--- src/rtl/uart_boot_loader_if.sv ---
// uart_boot_loader_if: byte-stream, imem write port and core control signals of the boot loader
interface uart_boot_loader_if #(
    parameter int IADDR_W = 15
);
    logic [7:0]         rx_data;
    logic               rx_valid;
    logic               tx_busy;
    logic [7:0]         tx_data;
    logic               tx_start;
    logic               imem_we;
    logic [IADDR_W-1:0] imem_addr;
    logic [31:0]        imem_wdata;
    logic               core_rst;
    logic               load_done;
    logic               err;
    modport master (
        output rx_data, rx_valid, tx_busy,
        input  tx_data, tx_start, imem_we, imem_addr, imem_wdata, core_rst, load_done, err
    );
    modport slave (
        input  rx_data, rx_valid, tx_busy,
        output tx_data, tx_start, imem_we, imem_addr, imem_wdata, core_rst, load_done, err
    );
endinterface

--- src/rtl/uart_boot_loader.sv ---
// uart_boot_loader: loads a framed UART program image into imem, then acks and releases the core
module uart_boot_loader #(
    parameter int         IADDR_W  = 15,
    parameter logic [7:0] MAGIC    = 8'h99,
    parameter logic [7:0] ACK_BYTE = 8'hAA,
    parameter logic [7:0] ERR_BYTE = 8'hEE
) (
    input logic                clk,
    input logic                rst,
    uart_boot_loader_if.slave  bus
);
    typedef enum logic [2:0] {IDLE, SIZE, DATA, ACK, RUN, ERR} state_e;
    state_e             state_q;
    logic [1:0]         cnt_q;
    logic [31:0]        n_q;
    logic [31:0]        asm_q;
    logic [IADDR_W:0]   k_q;
    logic               last_q;
    logic               we_q;
    logic [IADDR_W-1:0] addr_q;
    logic [31:0]        wdata_q;
    logic               tx_start_q;
    logic [7:0]         tx_data_q;
    logic               core_rst_q;
    logic               done_q;
    logic               err_q;
    logic [31:0]        n_d;
    logic [31:0]        asm_d;
    logic               n_bad_d;
    // Bytes arrive LSB first, so both shift registers fill from the top
    assign n_d     = {bus.rx_data, n_q[31:8]};
    assign asm_d   = {bus.rx_data, asm_q[31:8]};
    assign n_bad_d = (n_d == 32'd0) || ({1'b0, n_d} > (33'd1 << IADDR_W));
    always_ff @(posedge clk) begin
        if (rst) begin
            state_q    <= IDLE;
            cnt_q      <= '0;
            n_q        <= '0;
            asm_q      <= '0;
            k_q        <= '0;
            last_q     <= 1'b0;
            we_q       <= 1'b0;
            addr_q     <= '0;
            wdata_q    <= '0;
            tx_start_q <= 1'b0;
            tx_data_q  <= '0;
            core_rst_q <= 1'b1;
            done_q     <= 1'b0;
            err_q      <= 1'b0;
        end else begin
            case (state_q)
                IDLE: begin
                    if (bus.rx_valid && bus.rx_data == MAGIC) begin
                        state_q <= SIZE;
                        cnt_q   <= '0;
                    end
                end
                SIZE: begin
                    if (bus.rx_valid) begin
                        n_q   <= n_d;
                        cnt_q <= cnt_q + 2'd1;
                        if (cnt_q == 2'd3) begin
                            state_q <= n_bad_d ? ERR : DATA;
                            err_q   <= err_q | n_bad_d;
                            k_q     <= '0;
                            last_q  <= 1'b0;
                        end
                    end
                end
                DATA: begin
                    we_q <= 1'b0;
                    // The last write cycle still counts as DATA; leave only after it
                    if (we_q && last_q) begin
                        state_q <= ACK;
                    end else if (bus.rx_valid) begin
                        asm_q <= asm_d;
                        cnt_q <= cnt_q + 2'd1;
                        if (cnt_q == 2'd3) begin
                            we_q    <= 1'b1;
                            addr_q  <= k_q[IADDR_W-1:0];
                            wdata_q <= asm_d;
                            k_q     <= k_q + 1'b1;
                            last_q  <= 32'(k_q) == n_q - 32'd1;
                        end
                    end
                end
                ACK: begin
                    if (tx_start_q) begin
                        tx_start_q <= 1'b0;
                        state_q    <= RUN;
                        core_rst_q <= 1'b0;
                        done_q     <= 1'b1;
                    end else if (!bus.tx_busy) begin
                        tx_start_q <= 1'b1;
                        tx_data_q  <= ACK_BYTE;
                    end
                end
                ERR: begin
                    if (tx_start_q) begin
                        tx_start_q <= 1'b0;
                        state_q    <= IDLE;
                    end else if (!bus.tx_busy) begin
                        tx_start_q <= 1'b1;
                        tx_data_q  <= ERR_BYTE;
                    end
                end
                RUN: ;
                default: state_q <= IDLE;
            endcase
        end
    end
    assign bus.imem_we    = we_q;
    assign bus.imem_addr  = addr_q;
    assign bus.imem_wdata = wdata_q;
    assign bus.tx_start   = tx_start_q;
    assign bus.tx_data    = tx_data_q;
    assign bus.core_rst   = core_rst_q;
    assign bus.load_done  = done_q;
    assign bus.err        = err_q;
endmodule

--- src/flat_wrapper.sv ---
// flat-port wrapper written by rule: the top's interface ports become plain ports
module uart_boot_loader_flat 
#(
    parameter int         IADDR_W  = 15,
    parameter logic [7:0] MAGIC    = 8'h99,
    parameter logic [7:0] ACK_BYTE = 8'hAA,
    parameter logic [7:0] ERR_BYTE = 8'hEE
)
  (clk, rst, bus_rx_data, bus_rx_valid, bus_tx_busy, bus_tx_data, bus_tx_start, bus_imem_we, bus_imem_addr, bus_imem_wdata, bus_core_rst, bus_load_done, bus_err);
  uart_boot_loader_if #(.IADDR_W(IADDR_W)) bus_i ();
  input logic clk;
  input logic rst;
  input wire logic [$bits(bus_i.rx_data)-1:0] bus_rx_data;
  input wire logic [$bits(bus_i.rx_valid)-1:0] bus_rx_valid;
  input wire logic [$bits(bus_i.tx_busy)-1:0] bus_tx_busy;
  output wire logic [$bits(bus_i.tx_data)-1:0] bus_tx_data;
  output wire logic [$bits(bus_i.tx_start)-1:0] bus_tx_start;
  output wire logic [$bits(bus_i.imem_we)-1:0] bus_imem_we;
  output wire logic [$bits(bus_i.imem_addr)-1:0] bus_imem_addr;
  output wire logic [$bits(bus_i.imem_wdata)-1:0] bus_imem_wdata;
  output wire logic [$bits(bus_i.core_rst)-1:0] bus_core_rst;
  output wire logic [$bits(bus_i.load_done)-1:0] bus_load_done;
  output wire logic [$bits(bus_i.err)-1:0] bus_err;
  assign bus_i.rx_data = bus_rx_data;
  assign bus_i.rx_valid = bus_rx_valid;
  assign bus_i.tx_busy = bus_tx_busy;
  assign bus_tx_data = bus_i.tx_data;
  assign bus_tx_start = bus_i.tx_start;
  assign bus_imem_we = bus_i.imem_we;
  assign bus_imem_addr = bus_i.imem_addr;
  assign bus_imem_wdata = bus_i.imem_wdata;
  assign bus_core_rst = bus_i.core_rst;
  assign bus_load_done = bus_i.load_done;
  assign bus_err = bus_i.err;
  uart_boot_loader #(.IADDR_W(IADDR_W), .MAGIC(MAGIC), .ACK_BYTE(ACK_BYTE), .ERR_BYTE(ERR_BYTE)) u_core (.clk(clk), .rst(rst), .bus(bus_i));
endmodule
--- config.mk ---
export PLATFORM = sky130hd
export DESIGN_NAME = uart_boot_loader_flat
export DESIGN_NICKNAME = d
export VERILOG_FILES = /design/src/rtl/uart_boot_loader_if.sv /design/src/rtl/uart_boot_loader.sv /design/src/flat_wrapper.sv
export SDC_FILE = /design/constraint.sdc
export NUM_CORES = 1
export LEC_CHECK = 0
export ABC_AREA = 1
export CAP_MARGIN = 40
export CELL_PAD_IN_SITES_DETAIL_PLACEMENT = 0
export CELL_PAD_IN_SITES_GLOBAL_PLACEMENT = 2
export CORE_ASPECT_RATIO = 1.4
export CORE_MARGIN = 5
export CORE_UTILIZATION = 33
export DETAILED_ROUTE_END_ITERATION = 6
export PLACE_DENSITY = 0.87
export SYNTH_ARGS = -nofsm -noshare
export SYNTH_HDL_FRONTEND = slang
export SYNTH_SLANG_ARGS = --single-unit
export TNS_END_PERCENT = 20
--- constraint.sdc ---
create_clock -name clk -period 2.9 [get_ports clk]
set_input_delay 0.29 -clock clk [delete_from_list [all_inputs] [get_ports clk]]
set_output_delay 0.29 -clock clk [all_outputs]
set_load 0.005 [all_outputs]
==> impl_metrics.yaml <==
floorplanning:
  die_w_um: 126
  ios: 72
  die_area_um2: 21700
  die_height_um: 172
  start_util: 0.334
  num_rows: 59
  design.core.area_um2: 18600
synth:
  synthCells: 884
  synth_area_per_cell_um2: 7.03
  synth_edf_count: 0
  synth_cell_types: 39
  ys_warn_count: 0
  syn_area_um2: 6220
  async_flop_share: 0
  ys_seq_elements: 132
  synth_top_flop_cell: "dfxtp_1"
  synth-seq-area-share: 0.425
critical_path:
  critical_path_class: "reg -> reg"
  slowest_stage: "dfxtp_1"
  reg2reg_depth: 11
  worstSetupStartpointType: "register"
  cp_common_cell: "nand2_1"
  worstPathMaxFanout: 6
  ff2ff_setup_slack_ns: 0.84
  critPathMaxStageDelay_ns: 0.38
  path_cells: "nor2_1 -> nand2_1 -> nor2_4 -> nand2_1 -> o21ai_0 -> nand2_1 -> nor2_1 -> nand2_1 -> nor2_1 -> nand3_1 -> a21oi_1"
  r2r_start: "u_core.n_q[3]"
  reg2reg_to: "u_core.last_q"
  cp_data_required_time_ns: 3.24
  end_kind: "register"
  arrival_ns: 2.40
global_route:
  grt_pass1_wl_um: 30300
  grt_max_degree: 63
  grt_overflow: 0
  track_usage: 0.175
  grt_pass1_vias: 5767
  antenna_found_initial: 0
timing:
  worst_slew_pin_slew_ns: 0.585
  rsz0062_at_grt: "no"
  drv_slew: 0
  finalHoldViolations: 0
  timing.final.crit_share: 0.711
  fmax_ghz: 0.485
  holdWs_ns: 0.463
  setup_viol: 0
  setup-tns-final_ns: 0
  slew_headroom: 0.610
  fin_crit_ns: 2.06
  finClkSkew_ns: 0.0128
worst_hold_path:
  hp-start: "u_core.bus.core_rst"
  whs_path_depth: 2
  worstHoldEndpoint: "u_core.bus.core_rst"
  hold_class: "reg -> reg"
power:
  p_leak_nw: 3.28
  ir_drop_mv: 0.334
  p_per_area_nw_per_um2: 527
clocking:
  cts_tree: "built"
  cts.sinks: 132
  postCtsResizedCells: 0
  max-clock-path-buffers: 2
  clkTransAtPathRegs_ns: 0.07
  cts_buffers: 17
  root_buffer: "clkbuf_16"
  clk_latency_ns: 0.42
  postCtsSetupBuffers: 0
  htree_levels: 4
  hold_buffers: 0
detailed_routing:
  firstDrtPassIters: 6
  wire_per_inst_um: 15.5
  drcViolationCount: 0
  highest_layer: "met4"
  drt_iter0_drc: 259
  wirelength_um: 18600
  ant_nets: 0
  met1_length_um: 7800
  wl_met2_um: 9860
  num_vias: 5754
  viasPerCell: 4.81
  routed-wl-met3_um: 454
job:
  maxCapViolCount: 0
cells_and_area:
  fin_nets: 954
  antenna_cells: 0
  final_layout_size_suffix_gt1_frac: 0.0777
  area_growth_pct: 24.0
  nFillCells: 1980
place:
  place.gp.congestion: 0.874
  portBuffers: 69
  post-dp-hpwl_um: 13700
status:
  status: "completed"
[layout make-up]
| cell class | instances | area, um2 | share of cell area |
|---|---|---|---|
| multi-input cells | 626 | 3080 | 0.399 |
| well taps | 244 | 305 | 0.0396 |
| inverters | 88 | 332 | 0.0430 |
| flip-flops and latches | 132 | 2640 | 0.343 |
| clock inverters | 13 | 135 | 0.0175 |
| repair buffers | 74 | 766 | 0.0993 |
| clock buffers | 19 | 453 | 0.0587 |
[cell families (layout without fill, tap and decap cells)]
logic type                 Yosys count  after routing  synth area share
xor gates and xnor gates            19             19            0.0268
DFF                                132            132             0.425
buffers and inverters              127            194            0.0819
and+or+nand+nor                    394            394             0.282
adders and majority gates            3              3           0.00604
AOI/OAI and AO/OA                  208            208             0.177
other                                1              2          0.000603
[power by group]
group / switching [mW] / total, mW / internal [mW]
Sequential: 0.00129 / 1.81 / 1.81
Combinational: 0.0668 / 0.0995 / 0.0327
Clock: 0.894 / 2.15 / 1.25
Total: 0.962 / 4.06 / 3.10
[cells in the final DEF, fill, tap and decap left out, types with 3 or more instances in the layout]
cell type	instances
nor2_4	6
nand3_1	32
xnor2_1	8
dfxtp_1	132
nor2_2	4
inv_6	5
clkinv_4	3
inv_2	12
a21oi_1	92
inv_1	75
nand2_1	170
a211oi_1	11
nand3b_1	4
nand4_1	7
o21ai_1	3
buf_12	3
o21ai_0	92
xor2_1	11
ha_1	3
clkdlybuf4s50_1	69
nor3b_1	3
nor2_1	141
clkbuf_16	17
nor3_1	13
[how the worst max path moves through the flow]
stage | startpoint | to | slack [ns]
after detailed placement | bus_rx_data[7] | u_core.state_q[2] | 0.75
after CTS | u_core.state_q[1] | u_core.last_q | 0.77
after global routing | u_core.n_q[3] | u_core.last_q | 0.48
after floorplan | u_core.n_q[0] | u_core.last_q | 1.23
final | u_core.n_q[3] | u_core.last_q | 0.84
after global placement | bus_rx_data[7] | u_core.state_q[2] | 0.74
[synthesized netlist by cell type, drive strengths merged, types with 2 or more instances]
master    n  area share
o211ai    2      0.0024
clkbuf   26       0.016
xor2     11       0.015
nand3b    4      0.0048
nor2    152        0.10
nor4      2      0.0020
buf      13       0.013
a21oi    93       0.077
ha        3      0.0060
nand3    34       0.031
xnor2     8       0.011
nor3     15       0.014
a211oi   11       0.013
o21a      2      0.0024
o21ai    96       0.078
a31oi     2      0.0020
nand4     8       0.010
dfxtp   132        0.43
nor3b     3      0.0036
nand2   176        0.11
inv      87       0.053
[per-stage QoR]
step / cell area, um2 / utilization / worst slack, ns / total power [mW] / cells
after floorplan: 6220 / - / 1.23 / 1.91 / 885
after global placement: 7120 / 0.383 / 0.743 / 1.96 / 1164
after detailed placement: 7120 / 0.383 / 0.745 / 1.96 / 1164
after CTS: 7710 / 0.415 / 0.774 / 4.11 / 1196
after global routing: 7710 / 0.415 / 0.483 / 4.21 / 1196
final: 7710 / 0.415 / 0.839 / 4.06 / 1196
[registers in the layout, summed over array words and instances (netlist names)]
name / count
u_core.bus.imem_wdata: 32
u_core.n_q: 32
u_core.asm_q: 24
u_core.k_q: 16
u_core.bus.imem_addr: 15
u_core.state_q: 3
u_core.bus.tx_data: 2
u_core.cnt_q: 2
u_core.bus.core_rst: 1
u_core.bus.err: 1
u_core.bus.imem_we: 1
u_core.bus.load_done: 1
u_core.bus.tx_start: 1
u_core.last_q: 1
[per-layer routing]
metal | global-route usage | vias to the layer above
met4 | 0.0672 | 0
li1 | - | 2981
met2 | 0.326 | 91
met1 | 0.197 | 2650
met5 | 0 | -
met3 | 0.0321 | 32
[worst max-delay path, delay by kind of cell, from the launching register on]
kind            cells  cell delay [ns]
simple gates        9             1.18
compound gates      2             0.41
flops               1             0.38
Power figures use the tool's default switching activity.
